$ cat src/rtl/instr_fetch_seq.sv
// Fetch sequencer: on a start edge, reads mem[pc] into instr and bumps pc, answering with a one-cycle done (zero-wait fetch: done 2 cycles after start).
// Backpressure: holds mem_rd and mem_addr until mem_ready, giving up with a sticky fault after TIMEOUT wait cycles.
module instr_fetch_seq #(
  parameter int          ADDR_W   = 8,
  parameter int          DATA_W   = 16,
  parameter int          RESET_PC = 0,
  parameter int          TIMEOUT  = 15,
  parameter logic [3:0]  HALT_OP  = 4'hF
) (
  input  logic              clk,
  input  logic              rst,
  input  logic              start,
  input  logic              pc_load,
  input  logic [ADDR_W-1:0] pc_load_val,
  output logic              mem_rd,
  output logic [ADDR_W-1:0] mem_addr,
  input  logic              mem_ready,
  input  logic [DATA_W-1:0] mem_rdata,
  output logic [DATA_W-1:0] instr,
  output logic [ADDR_W-1:0] pc,
  output logic              done,
  output logic              busy,
  output logic              fault,
  output logic              halted
);

  generate
    if (TIMEOUT < 1 || TIMEOUT > 255) begin : g_bad_timeout
      $error("instr_fetch_seq: TIMEOUT must be in 1..255");
    end
    if (DATA_W < 4) begin : g_bad_data_w
      $error("instr_fetch_seq: DATA_W must hold a 4-bit opcode");
    end
  endgenerate

  typedef enum logic [1:0] {
    S_IDLE = 2'd0,
    S_REQ  = 2'd1,
    S_WAIT = 2'd2,
    S_DONE = 2'd3
  } state_t;

  // Last counter value of the wait window; WAIT therefore lasts TIMEOUT cycles.
  localparam logic [7:0] CNT_LAST = 8'(TIMEOUT - 1);

  state_t            r_state;
  state_t            w_next;
  logic              r_start_q;
  logic              w_start_rise;
  logic [7:0]        r_cnt;
  logic              r_ok;
  logic [ADDR_W-1:0] r_pc;
  logic [DATA_W-1:0] r_instr;
  logic              r_fault;
  logic              r_halted;
  logic              w_capture;
  logic              w_timeout;

  assign w_start_rise = start & ~r_start_q;

  always_comb begin
    w_next    = r_state;
    w_capture = 1'b0;
    w_timeout = 1'b0;
    case (r_state)
      S_IDLE: begin
        if (w_start_rise && !r_halted && !r_fault) begin
          w_next = S_REQ;
        end
      end
      S_REQ: begin
        if (mem_ready) begin
          w_capture = 1'b1;
          w_next    = S_DONE;
        end else begin
          w_next = S_WAIT;
        end
      end
      S_WAIT: begin
        if (mem_ready) begin
          w_capture = 1'b1;
          w_next    = S_DONE;
        end else if (r_cnt == CNT_LAST) begin
          w_timeout = 1'b1;
          w_next    = S_DONE;
        end
      end
      S_DONE: begin
        w_next = S_IDLE;
      end
      default: begin
        w_next = S_IDLE;
      end
    endcase
  end

  always_ff @(posedge clk or negedge rst) begin
    if (!rst) begin
      r_state   <= S_IDLE;
      r_start_q <= 1'b0;
    end else begin
      r_state   <= w_next;
      r_start_q <= start;
    end
  end

  always_ff @(posedge clk or negedge rst) begin
    if (!rst) begin
      r_cnt <= 8'd0;
    end else if (r_state == S_REQ) begin
      r_cnt <= 8'd0;
    end else if (r_state == S_WAIT) begin
      r_cnt <= r_cnt + 8'd1;
    end
  end

  // r_ok remembers whether the fetch ending in DONE actually returned data.
  always_ff @(posedge clk or negedge rst) begin
    if (!rst) begin
      r_ok    <= 1'b0;
      r_instr <= '0;
    end else if (w_capture) begin
      r_ok    <= 1'b1;
      r_instr <= mem_rdata;
    end else if (w_timeout) begin
      r_ok    <= 1'b0;
    end
  end

  always_ff @(posedge clk or negedge rst) begin
    if (!rst) begin
      r_pc <= ADDR_W'(RESET_PC);
    end else if (r_state == S_IDLE && pc_load) begin
      r_pc <= pc_load_val;
    end else if (r_state == S_DONE && r_ok) begin
      r_pc <= r_pc + 1'b1;
    end
  end

  always_ff @(posedge clk or negedge rst) begin
    if (!rst) begin
      r_fault  <= 1'b0;
      r_halted <= 1'b0;
    end else begin
      if (w_timeout) begin
        r_fault <= 1'b1;
      end
      if (r_state == S_DONE && r_instr[DATA_W-1 -: 4] == HALT_OP) begin
        r_halted <= 1'b1;
      end
    end
  end

  // Outputs decode straight from state so an async reset drops them at once.
  assign mem_rd   = (r_state == S_REQ) || (r_state == S_WAIT);
  assign mem_addr = r_pc;
  assign done     = (r_state == S_DONE);
  assign busy     = (r_state != S_IDLE);
  assign instr    = r_instr;
  assign pc       = r_pc;
  assign fault    = r_fault;
  assign halted   = r_halted;

endmodule

$ cat config.mk
export PLATFORM = sky130hd
export DESIGN_NAME = instr_fetch_seq
export DESIGN_NICKNAME = d
export VERILOG_FILES = /design/src/rtl/instr_fetch_seq.sv
export SDC_FILE = /design/constraint.sdc
export NUM_CORES = 1
export LEC_CHECK = 0
export CAP_MARGIN = 15
export CORE_MARGIN = 10
export CORE_UTILIZATION = 24
export DETAILED_ROUTE_END_ITERATION = 8
export MAX_ROUTING_LAYER = met4
export PLACE_DENSITY = 0.57
export REMOVE_ABC_BUFFERS = 1
export SLEW_MARGIN = 20
export SYNTH_ARGS = -nofsm -noshare
export SYNTH_HDL_FRONTEND = slang
export SYNTH_SLANG_ARGS = --single-unit
$ cat constraint.sdc
create_clock -name clk -period 4.7 [get_ports clk]
set_clock_uncertainty 0.1 [all_clocks]
set_input_delay 0.94 -clock clk [delete_from_list [all_inputs] [get_ports clk]]
set_output_delay 0.94 -clock clk [all_outputs]
set_load 0.01 [all_outputs]
# Word level (Yosys, flattened, before mapping)
# Index checks and enable logic that the tools add are counted.
[totals]
register_bits = 38
input_bits = 29
word_cells = 50
[op_classes]
addsub = 2
eq_ne = 7
muxes = 16
bitwise = 2
n_reduce_logical = 15
[op_table]
columns = ["operator", "n"]
rows = [
  ["8-bit two-way mux", 4],
  ["8-bit by 1-bit adder with 8-bit output (second input constant)", 2],
  ["8-bit by 4-bit == test with 1-bit output (second input constant)", 1],
  ["1-bit two-way mux", 8],
  ["2-bit one-hot mux with 4 select lines", 1],
  ["2-bit nonzero test", 4],
  ["2-bit two-way mux", 3],
  ["1-bit logical AND", 5],
  ["2-bit == test (second input constant)", 2],
  ["4-bit == test (second input constant)", 1],
  ["3-bit inequality test (second input constant)", 1],
  ["2-bit by 1-bit == test with 1-bit output (second input constant)", 1],
  ["1-bit logical NOT", 2],
  ["2-bit logical NOT", 1],
  ["2-bit inequality test (second input constant)", 1],
  ["2-bit AND reduction", 1],
  ["2-bit OR reduction", 1],
  ["1-bit bitwise AND", 1],
  ["1-bit logical OR", 1],
  ["1-bit NOT", 1],
]

# Depth between registers and ports, before layout
[logic_depth]
depth_word = 6
ltp_mapped = 6
mapped_depth_nobuf = 6

# Worst setup path before layout
# Ideal clock, no wire load.
[synth_timing]
kind = "register to register"
startpoint = "reg r_state[0]"
endpoint = "reg r_instr[0], in the netlist instr[0]"
setup_ps = 128
arrival_ps = 1720
setup_slack_ps = 2753
stages_incl_launch_ff = 7
synth_period_minus_slack_ps = 1947
cell_sequence = "dfrtp_1 -> inv_1 -> ha_1 -> buf_2 -> nand2_1 -> buf_2 -> mux2_1"
[synth_via]
elab_chain_len = 3
[synth_rtl]
columns = ["element", "line", "source"]
rows = [
  ["start, declared", "46", "state_t r_state;"],
  ["start signal, assigned", "102", "r_state <= w_next;"],
  ["2-bit by 1-bit == test with 1-bit output or 2-bit == test (tied branches)", "65", "case (r_state)"],
  ["2-bit OR reduction (no source line) (*)", "--", ""],
  ["1-bit two-way mux (*)", "--", ""],
  ["end signal, assigned", "124", "r_instr <= mem_rdata;"],
  ["end, declared", "53", "logic [DATA_W-1:0] r_instr;"],
]
# Every way passes the cells marked *; elsewhere a longest branch is shown, timed or not.
# A chain may end at the register's enable or synchronous reset.

# Final worst setup path
[layout_timing]
startpoint = "reg r_state[1]"
endpoint = "out mem_rd"
[layout_via]
elab_chain_len = 2
[layout_rtl]
columns = ["element", "line", "source"]
rows = [
  ["2-bit by 1-bit == test with 1-bit output or 2-bit == test (tied branches)", "155", "assign mem_rd = (r_state == S_REQ) || (r_state == S_WAIT);"],
  ["1-bit logical OR (*)", "155", ""],
  ["end, declared", "15", "output logic mem_rd,"],
]
# Marked as above.

==> impl_results.md <==
- Pre-CTS worst setup slack: between 1500 and 2000 ps
- Fin cells: 332
- Crit. End Element: primary output
- Run status: finished, final reports clean
- Worst setup slack after layout: 1580 ps
- Setup Fix Bufs, Post-CTS: 0
- Cell with the most instances after synthesis: dfrtp_1
- Final worst-path cycle share: 66.4%
- CTS Root Cell: clkbuf_8
- IO buf count: 65
- Area growth syn-to-layout: 41.6%
- CP required: 3660 ps
- Largest net degree at the start of global routing: 39
- TritonCTS Buffers: 5
- Routed len/inst: 13.8 µm
- First-pass GRT wire length: slightly above 7 mm
- CP top delay family: buffers and inverters
- Netlist Area Pre-Place: 0.00189 mm²
- Placer Congestion: 0.739
- Max_slew headroom: between 40% and 50%
- Vias in the first global route: 1454
- Hold Crit Class: flip-flop to flip-flop
- Maximum vdd drop: 0.289 mV
- Final hold violation count: 0
- Yosys top cell area share: about half
- Fraction of layout cells with a size suffix above 1: 5.65%
- CP bufs+invs: 2
- Pwr dens: 685 mW/mm²
- Ranking of synthesized cells by area: dfrtp_1 50%, mux2_1 10%, ha_1 5.3%
- Antenna Violating Nets Remaining: 0
- Diode count: 0
- Initial Util: between 20 and 25%
- CP max stage cell: clkdlybuf4s50_1
- TritonCTS clock tree: done
- Unrepaired setup endpoints after global routing: no
- Post-synthesis cell type count: 35
- Crit-path max FO: 19
- Asr flop ratio synth: 100%
- Worst-margin pin slew: 869 ps
- Die Wd: 109 µm
- DP Area: 0.00258 mm²
- Min Tclk post-route: 3120 ps
- Static leakage: 1.13 nW
- Synth top cells by count: 38 x dfrtp_1, 17 x mux2_1, 14 x nor2_1
- Synth Warn #: 0
- Sequential fraction of the synthesis area: between 50 and 60%
- Worst-path clk slew: approximately 70 ps
- Crit path arrival time: between 2000 and 2500 ps
- Drt initial violations: 24
- # resized after CTS: 0
- Row count: 32
- Drt drc: 0
- Max-Cap Viols: 0
- CTS sink count: 38
- CTS max path bufs: 2
- Final Setup Violations: 0
- Final count of pins violating max slew: 0
- # nets final: 266
- Setup CP Type: flip-flop to primary output
- Hold buffer count at CTS: 0
- Synth area leader: dfrtp_1
- First-pass DRT Iterations: 4
- Finished Cell Area: 0.00268 mm²
- Total grt overflow: 0
- Gr usage total: 7.89%
- Clk Latency, worst-skew pair: approximately 290 ps
- Dpl cells: ~320
- Cells after Synth: 170
- Initial antenna violation count: 0
- DR vias/cell: 4.32
- FMAX: 320 MHz
- Most used DFF post-synth: dfrtp_1
- Avg Cell Area, Syn: 11.1 µm²
- Post-synth EDFFs: 0
- Top Ports: 66
- Via count: 1434
- Startpoint Class: flip-flop
- Core ar.: 0.00769 mm²
- Register bit count reported by yosys: 38
- Overall routed net length: 4.58 mm
- Total Neg Setup Slack: 0 ps
- Die Ht: between 100 and 150 µm
- DP HPWL: 3.47 mm
- CP peak stage delay: ~650 ps
- Die area: 0.0118 mm²
- H-tree levels: 2
- CP Cell Sequence: inv_1, ha_1, clkdlybuf4s50_1
## metrics by stage
stage	utilization, %	hold slack [ps]	power (W)
2_1_floorplan	-	409	0.00115
3_3_place_gp	33.6	372	0.00161
3_5_place_dp	33.6	381	0.00163
4_1_cts	34.9	399	0.00188
5_1_grt	34.9	416	0.00199
6_report	34.9	390	0.00184
## state kept, by name (all words and copies together) (netlist names)
signal	count
instr	16
mem_addr	8
r_cnt	8
r_state	2
fault	1
halted	1
r_ok	1
r_start_q	1
## worst reg2reg max path, cell delays in order, from the launching register on
cell,delay [ps]
dfrtp_1,400
inv_1,100
ha_1,640
nand2_1,570
mux2_1,490
## where the power goes
group          switching, W  total (W)  internal, W  leakage, nW
clock              0.000118   0.000236     0.000118       0.0472
combinational      0.000436   0.000978     0.000541        0.632
sequential         0.000139   0.000622     0.000484        0.446
total              0.000693    0.00184      0.00114         1.13
## layer usage
layer	vias up	part of all wire [%]	track usage, %
met5	-	0	-
met4	0	0.74	2.26
met3	5	6.9	2.42
met2	46	46	12.0
met1	683	47	9.92
li1	700	-	-
## path summary, 6_finish.rpt
check                                start           to  slack, ps  cells past startpoint
worst max-delay path            r_state[1]       mem_rd       1580                      3
worst max register to register  r_state[1]     instr[9]       2280                      4
worst min-delay path              instr[2]     instr[2]        390                      1
max in group asynchronous              rst     instr[0]       3290                      1
min in group asynchronous              rst  mem_addr[4]        650                      1
worst min register to register    instr[2]     instr[2]        390                      1
## cell usage in the layout (no fill, tap or decap), types with 5 or more instances in the layout
cell,instances
o22ai_1,5
clkdlybuf4s50_1,64
nor2_1,14
dfrtp_1,38
clkbuf_8,6
a21oi_1,10
mux2_1,17
ha_1,8
inv_1,12
xnor2_1,6
nand2_1,8
## logic make-up (layout without fill, tap and decap cells)
family | Yosys count | in the layout | share of synthesized area, %
AOI/OAI and AO/OA | 27 | 27 | 10.6
and+or+nand+nor | 42 | 42 | 10.9
muxes | 22 | 22 | 12.8
DFF | 38 | 38 | 50.2
xor gates and xnor gates | 7 | 7 | 3.24
adders and majority gates | 8 | 8 | 5.29
buffers and inverters | 26 | 86 | 6.87
## final cells by class
class                   instances  area [µm²]
fillers                       792        5010
flip-flops and latches         38         951
multi-input cells             106         812
repair buffers                 65         646
well taps                     102         128
clock buffers                   6        82.6
inverters                      13        48.8
clock inverters                 2        12.5
(Power assumes the default switching activity.)
